[src/rtl/hazard_controller_pkg.sv]
// Shared definitions for the hazard controller and the forwarding unit.
//  hz_state_e : sequencer state encoding (RUN=0, MD_BUSY=1)
//  REG_X0     : architectural zero register index
package hazard_controller_pkg;

  typedef enum logic {
    RUN     = 1'b0,
    MD_BUSY = 1'b1
  } hz_state_e;

  localparam logic [4:0] REG_X0 = 5'd0;

endpackage

[src/rtl/hazard_controller_sat_counter.sv]
// Saturating up-counter used for the stall/flush performance counters.
//  clk : clock
//  rst : asynchronous active-high reset, clears the count
//  inc : count one event this cycle
//  cnt : current count, holds at all-ones
module hazard_controller_sat_counter #(
  parameter int unsigned W = 32
) (
  input  logic         clk,
  input  logic         rst,
  input  logic         inc,
  output logic [W-1:0] cnt
);

  logic [W-1:0] cnt_q, cnt_d;

  always_comb begin
    cnt_d = cnt_q;
    if (inc && (cnt_q != {W{1'b1}})) begin
      cnt_d = cnt_q + W'(1);
    end
  end

  always_ff @(posedge clk or posedge rst) begin
    if (rst) begin
      cnt_q <= '0;
    end else begin
      cnt_q <= cnt_d;
    end
  end

  assign cnt = cnt_q;

endmodule

[src/rtl/hazard_controller.sv]
// Pipeline hazard sequencer for the 5-stage core. Resolves load-use hazards, taken branches and
// multi-cycle MUL/DIV ops that forwarding cannot cover, and keeps stall/flush counters.
//  RS1_D/RS2_D/RD_E/ResultSrcE0 : load-use detect inputs
//  PCSrcE                       : taken branch/jump resolved in Execute
//  MdOpE/MdDone/MdStart         : MUL/DIV unit handshake
//  StallF/D/E, FlushD/E/M       : per-stage stall and flush controls (combinational)
//  MdError                      : sticky MUL/DIV timeout flag
//  StallCnt/FlushCnt            : saturating performance counters
module hazard_controller
  import hazard_controller_pkg::*;
#(
  parameter int unsigned MD_TIMEOUT = 64,
  parameter int unsigned CNT_W      = 32
) (
  input  logic             clk,
  input  logic             rst,
  input  logic [4:0]       RS1_D,
  input  logic [4:0]       RS2_D,
  input  logic [4:0]       RD_E,
  input  logic             ResultSrcE0,
  input  logic             PCSrcE,
  input  logic             MdOpE,
  input  logic             MdDone,
  output logic             MdStart,
  output logic             StallF,
  output logic             StallD,
  output logic             StallE,
  output logic             FlushD,
  output logic             FlushE,
  output logic             FlushM,
  output logic             MdError,
  output logic [CNT_W-1:0] StallCnt,
  output logic [CNT_W-1:0] FlushCnt
);

  localparam int unsigned TmoW = $clog2(MD_TIMEOUT);
  localparam logic [TmoW-1:0] TmoLast = TmoW'(MD_TIMEOUT - 1);

  hz_state_e       state_q, state_d;
  logic [TmoW-1:0] tmo_q, tmo_d;
  logic            md_ack_q, md_ack_d;
  logic            md_err_q, md_err_d;

  logic load_use;
  logic md_start, stall_f, stall_d, stall_e, flush_d, flush_e, flush_m;

  assign load_use = ResultSrcE0 && (RD_E != REG_X0) && ((RD_E == RS1_D) || (RD_E == RS2_D));

  always_comb begin
    state_d  = state_q;
    tmo_d    = tmo_q;
    md_ack_d = md_ack_q;
    md_err_d = md_err_q;
    md_start = 1'b0;
    stall_f  = 1'b0;
    stall_d  = 1'b0;
    stall_e  = 1'b0;
    flush_d  = 1'b0;
    flush_e  = 1'b0;
    flush_m  = 1'b0;

    unique case (state_q)
      RUN: begin
        // md_ack blocks a restart by the same MUL/DIV still sitting in EX after completion.
        if (MdOpE && !md_ack_q) begin
          md_start = 1'b1;
          stall_f  = 1'b1;
          stall_d  = 1'b1;
          stall_e  = 1'b1;
          flush_m  = 1'b1;
          tmo_d    = '0;
          state_d  = MD_BUSY;
        end else if (PCSrcE) begin
          flush_d = 1'b1;
          flush_e = 1'b1;
        end else if (load_use) begin
          stall_f = 1'b1;
          stall_d = 1'b1;
          flush_e = 1'b1;
        end
      end
      MD_BUSY: begin
        if (MdDone) begin
          // Release: EX/MEM captures the result this cycle.
          md_ack_d = 1'b1;
          state_d  = RUN;
        end else if (tmo_q == TmoLast) begin
          // Abort: no valid result, so keep the bubble going into MEM.
          flush_m  = 1'b1;
          md_err_d = 1'b1;
          md_ack_d = 1'b1;
          state_d  = RUN;
        end else begin
          stall_f = 1'b1;
          stall_d = 1'b1;
          stall_e = 1'b1;
          flush_m = 1'b1;
          tmo_d   = tmo_q + TmoW'(1);
        end
      end
      default: state_d = RUN;
    endcase

    if ((state_q == RUN) && md_ack_q && !stall_e) begin
      md_ack_d = 1'b0;
    end
  end

  always_ff @(posedge clk or posedge rst) begin
    if (rst) begin
      state_q  <= RUN;
      tmo_q    <= '0;
      md_ack_q <= 1'b0;
      md_err_q <= 1'b0;
    end else begin
      state_q  <= state_d;
      tmo_q    <= tmo_d;
      md_ack_q <= md_ack_d;
      md_err_q <= md_err_d;
    end
  end

  // Controls are forced low while reset is held, independent of state.
  assign MdStart = md_start & ~rst;
  assign StallF  = stall_f & ~rst;
  assign StallD  = stall_d & ~rst;
  assign StallE  = stall_e & ~rst;
  assign FlushD  = flush_d & ~rst;
  assign FlushE  = flush_e & ~rst;
  assign FlushM  = flush_m & ~rst;
  assign MdError = md_err_q;

  hazard_controller_sat_counter #(
    .W(CNT_W)
  ) u_stall_cnt (
    .clk(clk),
    .rst(rst),
    .inc(StallF),
    .cnt(StallCnt)
  );

  hazard_controller_sat_counter #(
    .W(CNT_W)
  ) u_flush_cnt (
    .clk(clk),
    .rst(rst),
    .inc(FlushD | FlushE),
    .cnt(FlushCnt)
  );

endmodule

[config.mk]
export PLATFORM = sky130hd
export DESIGN_NAME = hazard_controller
export DESIGN_NICKNAME = d
export VERILOG_FILES = /design/src/rtl/hazard_controller_pkg.sv /design/src/rtl/hazard_controller_sat_counter.sv /design/src/rtl/hazard_controller.sv
export SDC_FILE = /design/constraint.sdc
export NUM_CORES = 1
export LEC_CHECK = 0
export CORE_MARGIN = 2
export CORE_UTILIZATION = 35
export CTS_CLUSTER_SIZE = 25
export DETAILED_ROUTE_END_ITERATION = 8
export SYNTH_ARGS = -nofsm -noshare
export SYNTH_HDL_FRONTEND = slang
export SYNTH_SLANG_ARGS = --single-unit
[constraint.sdc]
create_clock -name clk -period 4.9 [get_ports clk]
set_input_delay 0.98 -clock clk [delete_from_list [all_inputs] [get_ports clk]]
set_output_delay 0.98 -clock clk [all_outputs]
set_load 0.02 [all_outputs]
### Word level (Yosys, flattened, before mapping)

Cells that the tools add are included.

| word-level totals | value |
|---|---|
| output and inout port bits | 72 |
| bits of input ports | 21 |
| bits in registers | 73 |

| cells by class | value |
|---|---|
| bitwise gates (word level) | 10 |
| add/sub/neg operators | 3 |
| mux-type cells | 25 |
| eq/ne operators | 8 |
| reductions and logical operators | 16 |

Operators by type and width:

| cell | number |
|---|---|
| 32-bit by 1-bit adder with 32-bit output (second input constant) | 2 |
| 32-bit != test (second input constant) | 2 |
| 1-bit two-way mux | 18 |
| 6-bit two-way mux | 3 |
| 6-bit one-hot mux with 2 select lines | 1 |
| 5-bit == test | 2 |
| 1-bit logical AND | 7 |
| 6-bit by 1-bit adder with 6-bit output (second input constant) | 1 |
| 1-bit AND | 6 |
| 6-bit == test (second input constant) | 1 |
| 2-bit != test (second input constant) | 3 |
| 1-bit one-hot mux with 2 select lines | 3 |
| 3-bit AND reduction | 2 |
| 5-bit nonzero test | 1 |
| 1-bit inverter | 3 |
| 3-bit nonzero test | 1 |
| 1-bit logical NOT | 2 |
| 2-bit AND reduction | 1 |
| 2-bit nonzero test | 1 |
| 1-bit logical OR | 1 |
| 1-bit bitwise OR | 1 |

### Logic depth before layout (Yosys ltp)

| depth | value |
|---|---|
| depth in word-level cells | 10 |
| depth in mapped cells | 8 |
| gate-level depth less buffers | 8 |

### By module

A second synthesis with hierarchy kept.

| unflattened totals | value |
|---|---|
| cells, all modules | 353 |
| area, all modules | 3789.9 sq um |

By module, submodules not included:

| module | sequential area each (sq um) | instances | area an instance (sq um) | cells an instance |
|---|---|---|---|---|
| hazard_controller_sat_counter | 800.8 | 2 | 1561.5 | 139 |
| hazard_controller | 225.2 | 1 | 666.9 | 75 |

### Worst setup path after synthesis

OpenSTA, ideal clock, no wires.

| path | value |
|---|---|
| path kind | input port to output port |
| from | in RD_E[1] |
| to | out StallF |
| arrival time | 2.406 ns |
| required time | 3.920 ns |
| slack | 1.514 ns |
| cell stages on the path | 5 |
| path buffers | 1 |
| cells stage by stage | or4_1 > o21a_1 > a41oi_1 > inv_2 > buf_4 |

| on the way | value |
|---|---|
| cells in the longest elaborated chain, start to end | 8 |

RTL lines:

| element | RTL line | text |
|---|---|---|
| start: declaration | hazard_controller.sv:19 | `input logic [4:0] RD_E,` |
| 5-bit == test or 5-bit nonzero test (tied branches) | hazard_controller.sv:47 | `assign load_use = ResultSrcE0 && (RD_E != REG_X0) && ((RD_E == RS1_D) \|\| (RD_E == RS2_D));` |
| 1-bit logical OR or 1-bit logical AND (tied branches) | hazard_controller.sv:47 |  |
| 1-bit logical AND (*) | hazard_controller.sv:47 |  |
| 1-bit two-way mux (*) (3 in a row) | -- |  |
| 1-bit one-hot mux with 2 select lines (*) | -- |  |
| 1-bit AND (*) | -- |  |
| end: declaration | hazard_controller.sv:25 | `output logic StallF,` |

Every way passes the cells marked *; elsewhere a longest branch is shown, timed or not.

### Final worst setup path

| path | value |
|---|---|
| from | in RD_E[0] |
| to | out StallF |

| on the way | value |
|---|---|
| cells in the longest elaborated chain, start to end | 8 |

RTL lines:

| element | RTL line | text |
|---|---|---|
| 5-bit == test or 5-bit nonzero test (tied branches) | hazard_controller.sv:47 |  |
| 1-bit logical OR or 1-bit logical AND (tied branches) | hazard_controller.sv:47 |  |
| 1-bit logical AND (*) | hazard_controller.sv:47 |  |
| 1-bit two-way mux (*) | hazard_controller.sv:76 | `end else if (load_use) begin` |
| 1-bit two-way mux (*) | hazard_controller.sv:73 | `end else if (PCSrcE) begin` |
| 1-bit two-way mux (*) | hazard_controller.sv:65 | `if (MdOpE && !md_ack_q) begin` |
| 1-bit one-hot mux with 2 select lines (*) | hazard_controller.sv:62 | `unique case (state_q)` |
| 1-bit AND (*) | hazard_controller.sv:125 | `assign StallF = stall_f & ~rst;` |

Marks and branches as above.

==> flow_summary.toml <==
[synth]
ys_seq_area_share_pct = 49.3
syn-num-nets = 382
netlist_area_sq_mm = 0.00371
synth-main-ff-cell = "dfrtp_1"
synth_cell_types = 44
ys_ff_latch = 73
synth_area_leaders = "dfrtp_1, xnor2_1, xor2_1"
ys_top_cells_by_count = "dfrtp_1, xnor2_1, nand4_1, nand3_1, xor2_1"
ys_async_sr_fraction_pct = 100
synth_cells = 358
synth_warnings = 0
yosysTopAreaCell = "dfrtp_1"
synth_edf_count = 0
synth_top_area_share_pct = 49.3
synth_most_common_cell = "dfrtp_1"
syn_avg_cell_area_sq_um = 10.4

[pwr]
p_switching_mw = 0.499
combPwrFrac_pct = 22.3
power_density_mw_per_mm2 = 332
p_seq_share_pct = 44.2
vdd_drop_max_mv = 0.286
p_sw_share_pct = 30.0
internal_power_mw = 1.17
power.leakage_nw = 2.07
p_clk_share_pct = 33.4

[floorplan]
core_area_sq_mm = 0.0103
fp-row-count = 37
ios = 93
fp.dieH_microns = 107
die_w_microns = 107
initial_utilization_pct = 35.9
design.die.area_sq_mm = 0.0114

[critical_path]
critPathRequiredTime_ns = 3.92
worstSetupPathType = "input port to output port"
cp-end-kind = "output port"
cpPeakStageDelay_ns = 0.64
r2r_end = "u_stall_cnt.cnt[1]$_DFFE_PP0P_"
cp.arrival_ns = 3.24
crit_chain = "clkdlybuf4s50_1 -> xnor2_1 -> nand3_1 -> o22ai_1 -> a41oi_2 -> inv_2 -> clkdlybuf4s50_1"
crit_buf_inv = 3
cpLargestDelayFamily = "buffers and inverters"
crit_path_start_kind = "input port"
crit_cells = 7
regToRegStartpoint = "u_stall_cnt.cnt[10]$_DFFE_PP0P_"
worst_path_most_repeated_cell = "clkdlybuf4s50_1"
ff2ff_setup_slack_ns = 2.47
critPathSlowestCell = "clkdlybuf4s50_1"
cp_max_fo = 11
r2r_cells = 5

[clock_tree]
cts.hold.buffers_added = 0
clock_sinks = 73
clk_latency_ns = 0.35
cts_tree = "done"
h-tree-depth = 3
clk_path_buf_depth = 2
cts_buffers = 9
cts_setup_buffers = 0
cts-root-buf = "clkbuf_8"
clkTransAtPathRegs_ns = 0.08
cts_resized = 0

[grt]
met2_usage_pct = 27.6
antenna_found_initial = 0
gr-max-usage-layer = "met2"
grt_pass1_wl_mm = 15.1
met3_usage_pct = 5.84
grt_use_total_pct = 16.5
grt_util_met1_pct = 20.5
grt_start_max_net_pins = 41
grt_pass1_vias = 3110
overflow = 0

[worst_hold_path]
worst_hold_path.endpoint = "MdError$_DFFE_PP0P_"
whs_path_depth = 2
hold_class = "flop to flop"
hold_start = "MdError$_DFFE_PP0P_"

[route]
firstDrtPassIters = 4
drt_iter0_drc = 103
finalWirelength_mm = 8.81
postRouteAntennaNets = 0
viasPerCell = 5.14
num_vias = 3053
post-route-drc-count = 0
wl_per_cell_microns = 14.8

[sta]
slew_headroom_pct = 44.3
worst-slew-pin-transition_ns = 0.834
slew_violations = 0
fin_crit_ns = 4.22
timing.setup.tns_ns = 0
setup-violations-final = 0
hold_viol = 0
fmax_mhz = 237
post-route-period-util_pct = 86.1
finClkSkew_ns = 0.00945
rsz0062_at_grt = "no"

[finish]
num_antenna_cells = 0
final_util_pct = 48.5
nFillCells = 976
finalNonFillerCells = 594
synthToLayoutAreaGrowth_pct = 35.2
drive_above_1_share_pct = 7.86
fin_area_sq_mm = 0.00501
nets = 477

[status]
status = "finished clean"

[run]
maxCapViolations = 0

[placed_design]
hpwl_mm = 6.29
placed_cells = 578
gp_congestion = 0.840
io_buffers = 92
place_area_sq_mm = 0.00477
[layer usage]
metal,vias up,part of all wire (%)
li1,1484,-
met1,1484,44
met2,76,49
met3,9,5.5
met4,0,1.2
met5,-,0
[cell usage in the layout, fill, tap and decap left out, drive strengths merged, types with 4 or more instances in the layout]
cell	count
xnor2	49
nand4	33
inv	7
dfrtp	73
clkdlybuf4s50	92
nand3	30
nor3	16
nor4	12
clkbuf	12
nand2	24
and3	15
xor2	26
nor2	17
and4	8
and2	4
[cell families (layout without fill, tap and decap cells)]
family | Yosys count | after routing | synth area share (%)
AO/OA/AOI/OAI | 14 | 14 | 2.97
adder cells (fa/ha/maj) | 3 | 3 | 1.01
flip-flops | 73 | 73 | 49.3
AND/OR/NAND/NOR | 172 | 172 | 25.9
XOR/XNOR | 75 | 75 | 17.7
multiplexers | 3 | 3 | 0.911
buffers and inverters | 18 | 118 | 2.23
[per-stage QoR]
step                      setup WS (ns)  hold WS, ns  power (mW)
final                             0.683        0.479        1.67
after CTS                         0.684        0.491        1.69
after global placement            0.704        0.462        1.12
after global routing              0.555        0.512        1.76
after detailed placement          0.691        0.472        1.12
after floorplan                    1.51        0.477       0.941
[worst min-delay path, cell delays in order (launching register included)]
cell,delay [ns]
dfrtp_1,0.35
inv_1,0.04
o31ai_1,0.06
[state kept, by name (all words and copies together) (netlist names)]
register and flops:
u_flush_cnt.cnt 32, MdError 1, state_q 1, tmo_q 6, u_stall_cnt.cnt 32, md_ack_q 1
[worst max path at each step]
stage | slack, ns | start | to
after CTS | 0.68 | RD_E[0] | StallF
after global placement | 0.70 | RD_E[0] | StallF
after floorplan | 1.51 | RD_E[1] | StallF
final | 0.68 | RD_E[0] | StallF
after detailed placement | 0.69 | RD_E[4] | StallF
after global routing | 0.56 | RD_E[0] | StallD
[power by group through the flow]
stage                     logic (mW)  clock network [mW]  registers [mW]
after floorplan                0.152                   0           0.789
after global placement         0.374                   0           0.742
after detailed placement       0.377                   0           0.745
after CTS                      0.378               0.573           0.735
after global routing           0.405               0.604           0.750
final                          0.372               0.557           0.736
[final cells by class]
cell class	count	area, sq um	share of cell area (%)
Tap cell	136	170	3.40
Sequential cell	73	1830	36.5
Multi-Input combinational cell	267	1800	36.0
Timing Repair Buffer	95	943	18.8
Clock buffer	12	165	3.30
Clock inverter	4	73.8	1.47
Inverter	7	26.3	0.524
Note: power is estimated with default switching activity, not from simulation.
